**src/rtl/tt_alu_pkg.sv**
```systemverilog
// Shared op codes, default widths and pad-control constants for the accumulator ALU.
package tt_alu_pkg;

    localparam int DEF_WIDTH = 4;
    localparam int DEF_ACC_W = 8;

    typedef enum logic [2:0] {
        OP_ADD     = 3'b000,
        OP_SUB     = 3'b001,
        OP_ACC_ADD = 3'b010,
        OP_ACC_SUB = 3'b011,
        OP_CLR     = 3'b100
    } op_e;

    localparam int IN_VALID_BIT = 3;
    localparam int SAT_EN_BIT   = 4;

    // Only the three flag pads on uio[7:5] are driven.
    localparam logic [7:0] UIO_OE_MASK = 8'b1110_0000;

endpackage

```
**src/rtl/alu_sat_addsub.sv**
```systemverilog
// Combinational W-bit add/subtract with carry/borrow flag and optional saturation.
module alu_sat_addsub #(
    parameter int W = 8
) (
    input  logic [W-1:0] x_i,
    input  logic [W-1:0] y_i,
    input  logic         sub_i,
    input  logic         sat_en_i,
    output logic [W-1:0] res_o,
    output logic         flag_o
);

    logic [W:0] raw;

    always_comb begin
        raw = sub_i ? ({1'b0, x_i} - {1'b0, y_i}) : ({1'b0, x_i} + {1'b0, y_i});
        flag_o = raw[W];
        // Saturate toward the bound that was crossed: floor on borrow, ceiling on carry.
        if (sat_en_i && flag_o) begin
            res_o = sub_i ? '0 : '1;
        end else begin
            res_o = raw[W-1:0];
        end
    end

endmodule

```
**src/rtl/tt_um_accum_alu.sv**
```systemverilog
// Two-stage accumulator ALU: stage 1 registers the request, stage 2 computes and
// updates result, accumulator and sticky overflow.
module tt_um_accum_alu
    import tt_alu_pkg::*;
#(
    parameter int WIDTH = DEF_WIDTH,
    parameter int ACC_W = DEF_ACC_W
) (
    input  logic       clk,
    input  logic       rst_n,
    input  logic [7:0] ui_in,
    input  logic [7:0] uio_in,
    input  logic       ena,
    output logic [7:0] uo_out,
    output logic [7:0] uio_out,
    output logic [7:0] uio_oe
);

    logic [WIDTH-1:0] a_q, b_q;
    logic [2:0]       op_q;
    logic             sat_q, vld_q;

    logic [ACC_W-1:0] acc_q, acc_d;
    logic [ACC_W-1:0] result_q, result_d;
    logic             ovf_q, ovf_d;
    logic             out_vld_q, out_vld_d;

    logic [ACC_W-1:0] alu_x, alu_y, alu_res;
    logic             alu_sub, alu_flag, is_acc;

    always_ff @(posedge clk or negedge rst_n) begin
        if (!rst_n) begin
            a_q   <= '0;
            b_q   <= '0;
            op_q  <= '0;
            sat_q <= 1'b0;
            vld_q <= 1'b0;
        end else begin
            vld_q <= uio_in[IN_VALID_BIT];
            if (uio_in[IN_VALID_BIT]) begin
                a_q   <= ui_in[WIDTH-1:0];
                b_q   <= ui_in[4+WIDTH-1:4];
                op_q  <= uio_in[2:0];
                sat_q <= uio_in[SAT_EN_BIT];
            end
        end
    end

    // One shared adder: plain ops combine A/B, accumulator ops combine acc/A.
    always_comb begin
        is_acc  = (op_q == OP_ACC_ADD) || (op_q == OP_ACC_SUB);
        alu_sub = (op_q == OP_SUB) || (op_q == OP_ACC_SUB);
        alu_x   = is_acc ? acc_q : ACC_W'(a_q);
        alu_y   = is_acc ? ACC_W'(a_q) : ACC_W'(b_q);
    end

    alu_sat_addsub #(.W(ACC_W)) u_addsub (
        .x_i      (alu_x),
        .y_i      (alu_y),
        .sub_i    (alu_sub),
        .sat_en_i (sat_q),
        .res_o    (alu_res),
        .flag_o   (alu_flag)
    );

    always_comb begin
        acc_d     = acc_q;
        result_d  = result_q;
        ovf_d     = ovf_q;
        out_vld_d = vld_q;
        if (vld_q) begin
            case (op_q)
                OP_ADD, OP_SUB: begin
                    result_d = alu_res;
                    ovf_d    = ovf_q | alu_flag;
                end
                OP_ACC_ADD, OP_ACC_SUB: begin
                    acc_d    = alu_res;
                    result_d = alu_res;
                    ovf_d    = ovf_q | alu_flag;
                end
                OP_CLR: begin
                    acc_d    = '0;
                    result_d = '0;
                    ovf_d    = 1'b0;
                end
                default: ;
            endcase
        end
    end

    always_ff @(posedge clk or negedge rst_n) begin
        if (!rst_n) begin
            acc_q     <= '0;
            result_q  <= '0;
            ovf_q     <= 1'b0;
            out_vld_q <= 1'b0;
        end else begin
            acc_q     <= acc_d;
            result_q  <= result_d;
            ovf_q     <= ovf_d;
            out_vld_q <= out_vld_d;
        end
    end

    assign uo_out  = 8'(result_q);
    assign uio_out = {out_vld_q, ovf_q, (result_q == '0), 5'b0_0000};
    assign uio_oe  = UIO_OE_MASK;

    logic unused_ok;
    assign unused_ok = &{1'b0, ena, uio_in[7:5], ui_in};

endmodule

```
**config.mk**
```make
export PLATFORM = sky130hd
export DESIGN_NAME = tt_um_accum_alu
export DESIGN_NICKNAME = d
export VERILOG_FILES = /design/src/rtl/tt_alu_pkg.sv /design/src/rtl/alu_sat_addsub.sv /design/src/rtl/tt_um_accum_alu.sv
export SDC_FILE = /design/constraint.sdc
export NUM_CORES = 1
export LEC_CHECK = 0
export BUFFER_PORTS_ARGS = -buffer_cell sky130_fd_sc_hd__buf_2
export CAP_MARGIN = 10
export CORE_UTILIZATION = 25
export CTS_CLUSTER_DIAMETER = 30
export DETAILED_ROUTE_END_ITERATION = 7
export MAX_ROUTING_LAYER = met4
export PLACE_DENSITY_LB_ADDON = 0.3
export SYNTH_ARGS = -nofsm -noshare
export SYNTH_HDL_FRONTEND = slang
export SYNTH_SLANG_ARGS = --single-unit
```
**constraint.sdc**
```tcl
create_clock -name clk -period 7.2 [get_ports clk]
set_input_delay 0.72 -clock clk [delete_from_list [all_inputs] [get_ports clk]]
set_output_delay 0.72 -clock clk [all_outputs]
set_load 0.05 [all_outputs]
```
# Yosys cells after proc, flatten, opt, wreduce, memory -nomap -nowiden

Cells that the tools add are included.

Bits of input ports: 19
Word-level logic and storage cells: 35
Flip-flop bits (word level): 31
Output and inout port bits: 24

Muxes and demuxes: 8
Bitwise logic cells: 1
Equal/unequal tests: 4
Reductions and logical operators: 11
$add $sub $neg: 2

Operators by type and width:

| cell                                                 | number |
|---|---|
| one-hot mux 8 bit (2 select lines)                   | 2 |
| 2-to-1 mux 8 bit                                     | 3 |
| adder 8 x 4 -> 9 bit                                 | 1 |
| 2-to-1 mux 9 bit                                     | 1 |
| subtractor 8 x 4 -> 9 bit                            | 1 |
| zero test 8 bit                                      | 1 |
| equality test 3 x 2 -> 1 bit (second input constant) | 2 |
| 2-to-1 mux 4 bit                                     | 1 |
| AND reduction 2 bit                                  | 2 |
| nonzero test 2 bit                                   | 2 |
| OR reduction 4 bit                                   | 1 |
| equality test 3 x 1 -> 1 bit (second input constant) | 1 |
| equality test 3 bit (second input constant)          | 1 |
| zero test 3 bit                                      | 1 |
| logical OR 1 bit                                     | 2 |
| one-hot mux 1 bit (2 select lines)                   | 1 |
| OR reduction 2 bit                                   | 1 |
| logical AND 1 bit                                    | 1 |
| OR 1 bit                                             | 1 |

# Depth between registers and ports, before layout

Word-level depth: 8
Depth in mapped cells: 13
Depth with buffers taken out: 12

# Hierarchy

Synthesis repeated with hierarchy kept, for this count alone.

Cells, all modules: 211
Area total of the unflattened synthesis: 2190.9 um^2

Modules (own cells, without submodules):

| module          | area each (um^2) | sequential area each (um^2) | cells each | times used |
|---|---|---|---|---|
| tt_um_accum_alu | 1570.3           | 775.7                       | 131        | 1 |
| alu_sat_addsub  | 620.6            | 0.0                         | 80         | 1 |

# Worst setup path before layout

OpenSTA, ideal clock, no wires.

Path type: register to register
Start point: register op_q[2]
End point: register result_q[3], in the netlist uo_out[3]
Path buffers: 0
Setup time: 69 ps
Clock period less this slack: 3182 ps
Stages on the path, launching flop included: 13
Arrival time: 3113 ps
Path slack: 4018 ps
Path through: dfrtp_1 or4b_4 o31ai_4 and2_2 ha_1 a21oi_1 ha_1 nor2_1 a21oi_1 a221oi_4 mux2i_4 o21bai_4 a32o_1

Cells in the longest elaborated chain, start to end: 8
Elaborated cells between the ends (all ways): 19
Those cells by class: add/sub (2); eq/ne (4); mux (6); reduce/logical (7)

Ends and longest elaborated chain:

| element                                                           | line                                                                | RTL |
|---|---|---|
| start: declaration                                                | tt_um_accum_alu.sv:20                                               | `logic [2:0] op_q;` |
| start signal: assignment                                          | tt_um_accum_alu.sv:43                                               | `op_q <= uio_in[2:0];` |
| equality test 3 x 2 -> 1 bit, on equally long branches            | tt_um_accum_alu.sv:51, tt_um_accum_alu.sv:72, tt_um_accum_alu.sv:52 |  |
| logical OR 1 bit                                                  | tt_um_accum_alu.sv:51                                               | `is_acc = (op_q == OP_ACC_ADD) \|\| (op_q == OP_ACC_SUB);` |
| 2-to-1 mux 8 bit or 2-to-1 mux 4 bit (tied branches)              | tt_um_accum_alu.sv:53, tt_um_accum_alu.sv:54                        |  |
| adder 8 x 4 -> 9 bit or subtractor 8 x 4 -> 9 bit (tied branches) | alu_sat_addsub.sv:16                                                | `raw = sub_i ? ({1'b0, x_i} - {1'b0, y_i}) : ({1'b0, x_i} + {1'b0, y_i});` |
| 2-to-1 mux 9 bit                                                  | alu_sat_addsub.sv:16                                                |  |
| logical AND 1 bit                                                 | alu_sat_addsub.sv:19                                                | `if (sat_en_i && flag_o) begin` |
| 2-to-1 mux 8 bit                                                  | alu_sat_addsub.sv:19                                                |  |
| one-hot mux 8 bit (2 select lines)                                | tt_um_accum_alu.sv:72                                               | `case (op_q)` |
| end signal: assignment                                            | tt_um_accum_alu.sv:100                                              | `result_q <= result_d;` |
| end: declaration                                                  | tt_um_accum_alu.sv:24                                               | `logic [ACC_W-1:0] result_q, result_d;` |

Several ways; a longest one is shown, not always the timed one.
A chain may end at the register's enable or synchronous reset.

# Worst setup path in the final report

Start point: register op_q[2]
End point: register acc_q[6]

Cells in the longest elaborated chain, start to end: 8
Elaborated cells between the ends (all ways): 18
Those cells by class: add/sub (2); eq/ne (4); mux (6); reduce/logical (6)

Ends and longest elaborated chain:

| element                                                           | line                                                                | RTL |
|---|---|---|
| equality test 3 x 2 -> 1 bit, on equally long branches            | tt_um_accum_alu.sv:51, tt_um_accum_alu.sv:72, tt_um_accum_alu.sv:52 |  |
| logical OR 1 bit                                                  | tt_um_accum_alu.sv:51                                               |  |
| 2-to-1 mux 8 bit or 2-to-1 mux 4 bit (tied branches)              | tt_um_accum_alu.sv:53, tt_um_accum_alu.sv:54                        |  |
| adder 8 x 4 -> 9 bit or subtractor 8 x 4 -> 9 bit (tied branches) | alu_sat_addsub.sv:16                                                |  |
| 2-to-1 mux 9 bit                                                  | alu_sat_addsub.sv:16                                                |  |
| logical AND 1 bit                                                 | alu_sat_addsub.sv:19                                                |  |
| 2-to-1 mux 8 bit                                                  | alu_sat_addsub.sv:19                                                |  |
| one-hot mux 8 bit (2 select lines)                                | tt_um_accum_alu.sv:72                                               |  |
| end signal: assignment                                            | tt_um_accum_alu.sv:94                                               | `acc_q <= '0;` |
| end signal: assignment                                            | tt_um_accum_alu.sv:99                                               | `acc_q <= acc_d;` |
| end: declaration                                                  | tt_um_accum_alu.sv:23                                               | `logic [ACC_W-1:0] acc_q, acc_d;` |

Several ways; a longest one is shown, not always the timed one.

==> summary.txt <==
Routing
  – DR pass1 iterations: 4
  – WL/cell: 13.8 um
  – Via density: 4.76
  – 1st-iter DRT viols: 60
  – Routed wire length: 4880 um
  – Number of routed nets with antenna violations: 0
  – Via Count: 1679
  – # DRC: 0

Synthesis
  – Post-Synth XOR/XNOR Area: 3.46%
  – Largest family of logic cells by synthesized area: compound AO/OA/AOI/OAI gates
  – Post-synth cell types: 54
  – Mapped cell area: 0.00228 mm^2
  – Cells after Synth: 225
  – EDFF count, synth: 0
  – Synthesis warning total: 0
  – Asr flop ratio synth: 100%
  – Commonest cells in the netlist: 31 x dfrtp_1, 15 x buf_4, 15 x nand2_1
  – Post-synthesis mux area share: 12.0%
  – Synth Area in Simple Gates: 16.2%
  – Synth Area in Adders: 5.28%
  – Syn avg cell area: 10.1 um^2
  – Synth top area share: 34.1%
  – Register area share after synthesis: 34.1%
  – Synth area leaders: dfrtp_1 34%, mux2_2 6.4%, buf_4 4.9%
  – Main synth FF type: dfrtp_1
  – Compound-gate portion of the synthesized area: 20.1%
  – Yosys top cell by area: dfrtp_1
  – Most frequent cell after synthesis: dfrtp_1
  – FF+latch count, synth: 31

Setup path
  – R2R cell count: 12
  – Critical Path Sink Type: flip-flop
  – CP Max Fanout: 15
  – Startpoint types: flip-flop
  – Critical path startpoint: op_q[2]
  – Critical path type: flip-flop to flip-flop
  – Worst EP required: 7.37 ns
  – CP arrival: 4.26 ns
  – Reg-to-reg critical path startpoint: op_q[2]

Global routing
  – Total GRT Usage: 11.0%
  – Overflow after GRT: 0
  – First-pass GRT wire length: 8230 um
  – Initial antenna violation count: 0
  – Largest net degree at the start of global routing: 32
  – Vias in the first global route: 1603

STA
  – Final min period: 4.09 ns
  – Clock Skews: 0.00830 ns
  – Final worst-path cycle share: 56.8%
  – Slew HR: 34.6%
  – Hold Fails Final Rpt: 0
  – Fin Hold WS: 0.466 ns
  – Final setup fails: 0
  – Fin. max-slew vios: 0
  – Post-route setup TNS: 0 ns
  – Unrepaired setup endpoints after global routing: false
  – Worst-margin pin slew: 0.977 ns
  – Fmax: 244 MHz

Hold path
  – Worst Hold Class: flip-flop to flip-flop
  – HP Start: out_vld_d
  – Hold path depth: 0

Power and ir drop
  – Comb pwr share: 52.7%
  – Power density cells: 340 mW/mm^2
  – Sw Ratio: 46.2%
  – Clock power share: 16.3%
  – P_int: 459 uW
  – Peak VDD IR: 0.0942 mV
  – Reg power frac: 31.0%
  – LEAKAGE: 1.09 nW
  – Switch Pwr: 394 uW

Final layout
  – Layout cells sized above 1: 26.9%
  – Final nets: 273
  – ANT cells: 0
  – Cell area after layout: 0.00250 mm^2
  – Area grow syn2layout: 10.1%

Floorplanning
  – Die X: 97.4 um
  – Die area: 0.00949 mm^2
  – Die height: 97.4 um
  – Initial core utilization: 26.0%
  – Num ports: 43
  – Row count: 34
  – Core area: 0.00876 mm^2

Clock network
  – Hold-fix buffer count after cts: 0
  – TritonCTS Buffers: 5
  – Worst-skew pair later-pin latency: 0.28 ns
  – Clock transition at path regs: 0.07 ns
  – Cts repair resizes: 0
  – Clock Sinks: 31
  – Root buffer cell: clkbuf_8
  – Setup Fix Bufs, Post-CTS: 0
  – H-tree lvl count: 2
  – Worst-case clock buffer depth: 2
  – CTS tree: yes

Flow run
  – Max-cap violations: 0

Placed design
  – DP Area: 0.00242 mm^2
  – Dpl hpwl: 3770 um
  – IO Port Bufs: 25
  – Gpl congestion: 0.814

Outcome
  – Outcome: finished, final reports clean
cells by family (layout without fill, tap and decap cells):
kind of cell	Yosys count	count (layout)
AOI/OAI and AO/OA	57	57
xor gates and xnor gates	9	9
adders and majority gates	9	9
buffers and inverters	32	41
DFF	31	31
muxes	22	22
other	2	13
and+or+nand+nor	63	63
placed cells by master (no fill, tap or decap), drive strengths merged, types with 3 or more instances in the layout:
cell	count
a21o	3
a21oi	11
a31oi	5
a32o	6
and2	9
buf	25
clkbuf	6
conb	13
dfrtp	31
ha	8
inv	9
mux2	13
mux2i	9
nand2	16
nand2b	7
nand3	3
nor2	13
nor2b	4
nor3b	4
o21ai	17
o22ai	4
xor2	7
power groups by stage:
stage / clock (mW) / sequential (mW) / combinational (mW)
6_report: 0.139 / 0.264 / 0.449
5_1_grt: 0.150 / 0.273 / 0.488
4_1_cts: 0.143 / 0.266 / 0.452
3_5_place_dp: 0 / 0.269 / 0.450
3_3_place_gp: 0 / 0.268 / 0.445
2_1_floorplan: 0 / 0.324 / 0.309
final timing paths:
path	end	slack [ns]
max	acc_q[6]	3.11
min	out_vld_q	0.47
max reg2reg	acc_q[6]	3.11
min reg2reg	out_vld_q	0.47
max in group asynchronous	a_q[3]	6.27
min in group asynchronous	uo_out[6]	0.48
critical path, stage by stage, from the launching register on:
cell      delay (ns)
dfrtp_1         0.46
nor2b_2         0.79
mux2i_4         0.48
and2_2          0.20
ha_1            0.21
a21oi_1         0.14
ha_1            0.26
o21ai_0         0.12
a21oi_1         0.24
nor4b_1         0.09
a211oi_1        0.45
o21ai_0         0.21
a32o_1          0.31
metal layers:
metal / share of wire (%) / vias up / global-route usage, % / wire, um
met3: 2.7 / 10 / 2.09 / 133
li1: - / 823 / - / -
met2: 47 / 34 / 17.4 / 2310
met5: 0 / - / - / 0
met1: 47 / 812 / 13.8 / 2310
met4: 2.4 / 0 / 4.52 / 119
sequential cells by signal (all words and copies together) (netlist names):
| signal | cells |
|---|---|
| acc_q | 8 |
| uo_out | 8 |
| a_q | 4 |
| b_q | 4 |
| op_q | 3 |
| out_vld_d | 1 |
| out_vld_q | 1 |
| ovf_q | 1 |
| sat_q | 1 |
metrics by stage:
| stage | util, % | power (mW) | std cells | setup slack, ns |
|---|---|---|---|---|
| 6_report | 28.6 | 0.853 | 353 | 3.11 |
| 5_1_grt | 28.6 | 0.912 | 353 | 2.84 |
| 4_1_cts | 28.6 | 0.861 | 353 | 3.08 |
| 3_5_place_dp | 27.6 | 0.719 | 346 | 3.09 |
| 3_3_place_gp | 27.6 | 0.713 | 346 | 3.12 |
| 2_1_floorplan | - | 0.633 | 236 | 4.02 |
layout make-up:
type                            count  area, um^2
Fill cell                         935        6260
Timing Repair Buffer               25         125
Clock inverter                      1        5.00
Clock buffer                        6        82.6
Inverter                            9        33.8
Multi-Input combinational cell    173        1350
Sequential cell                    31         776
Tap cell                          108         135
Power figures use the tool's default switching activity.
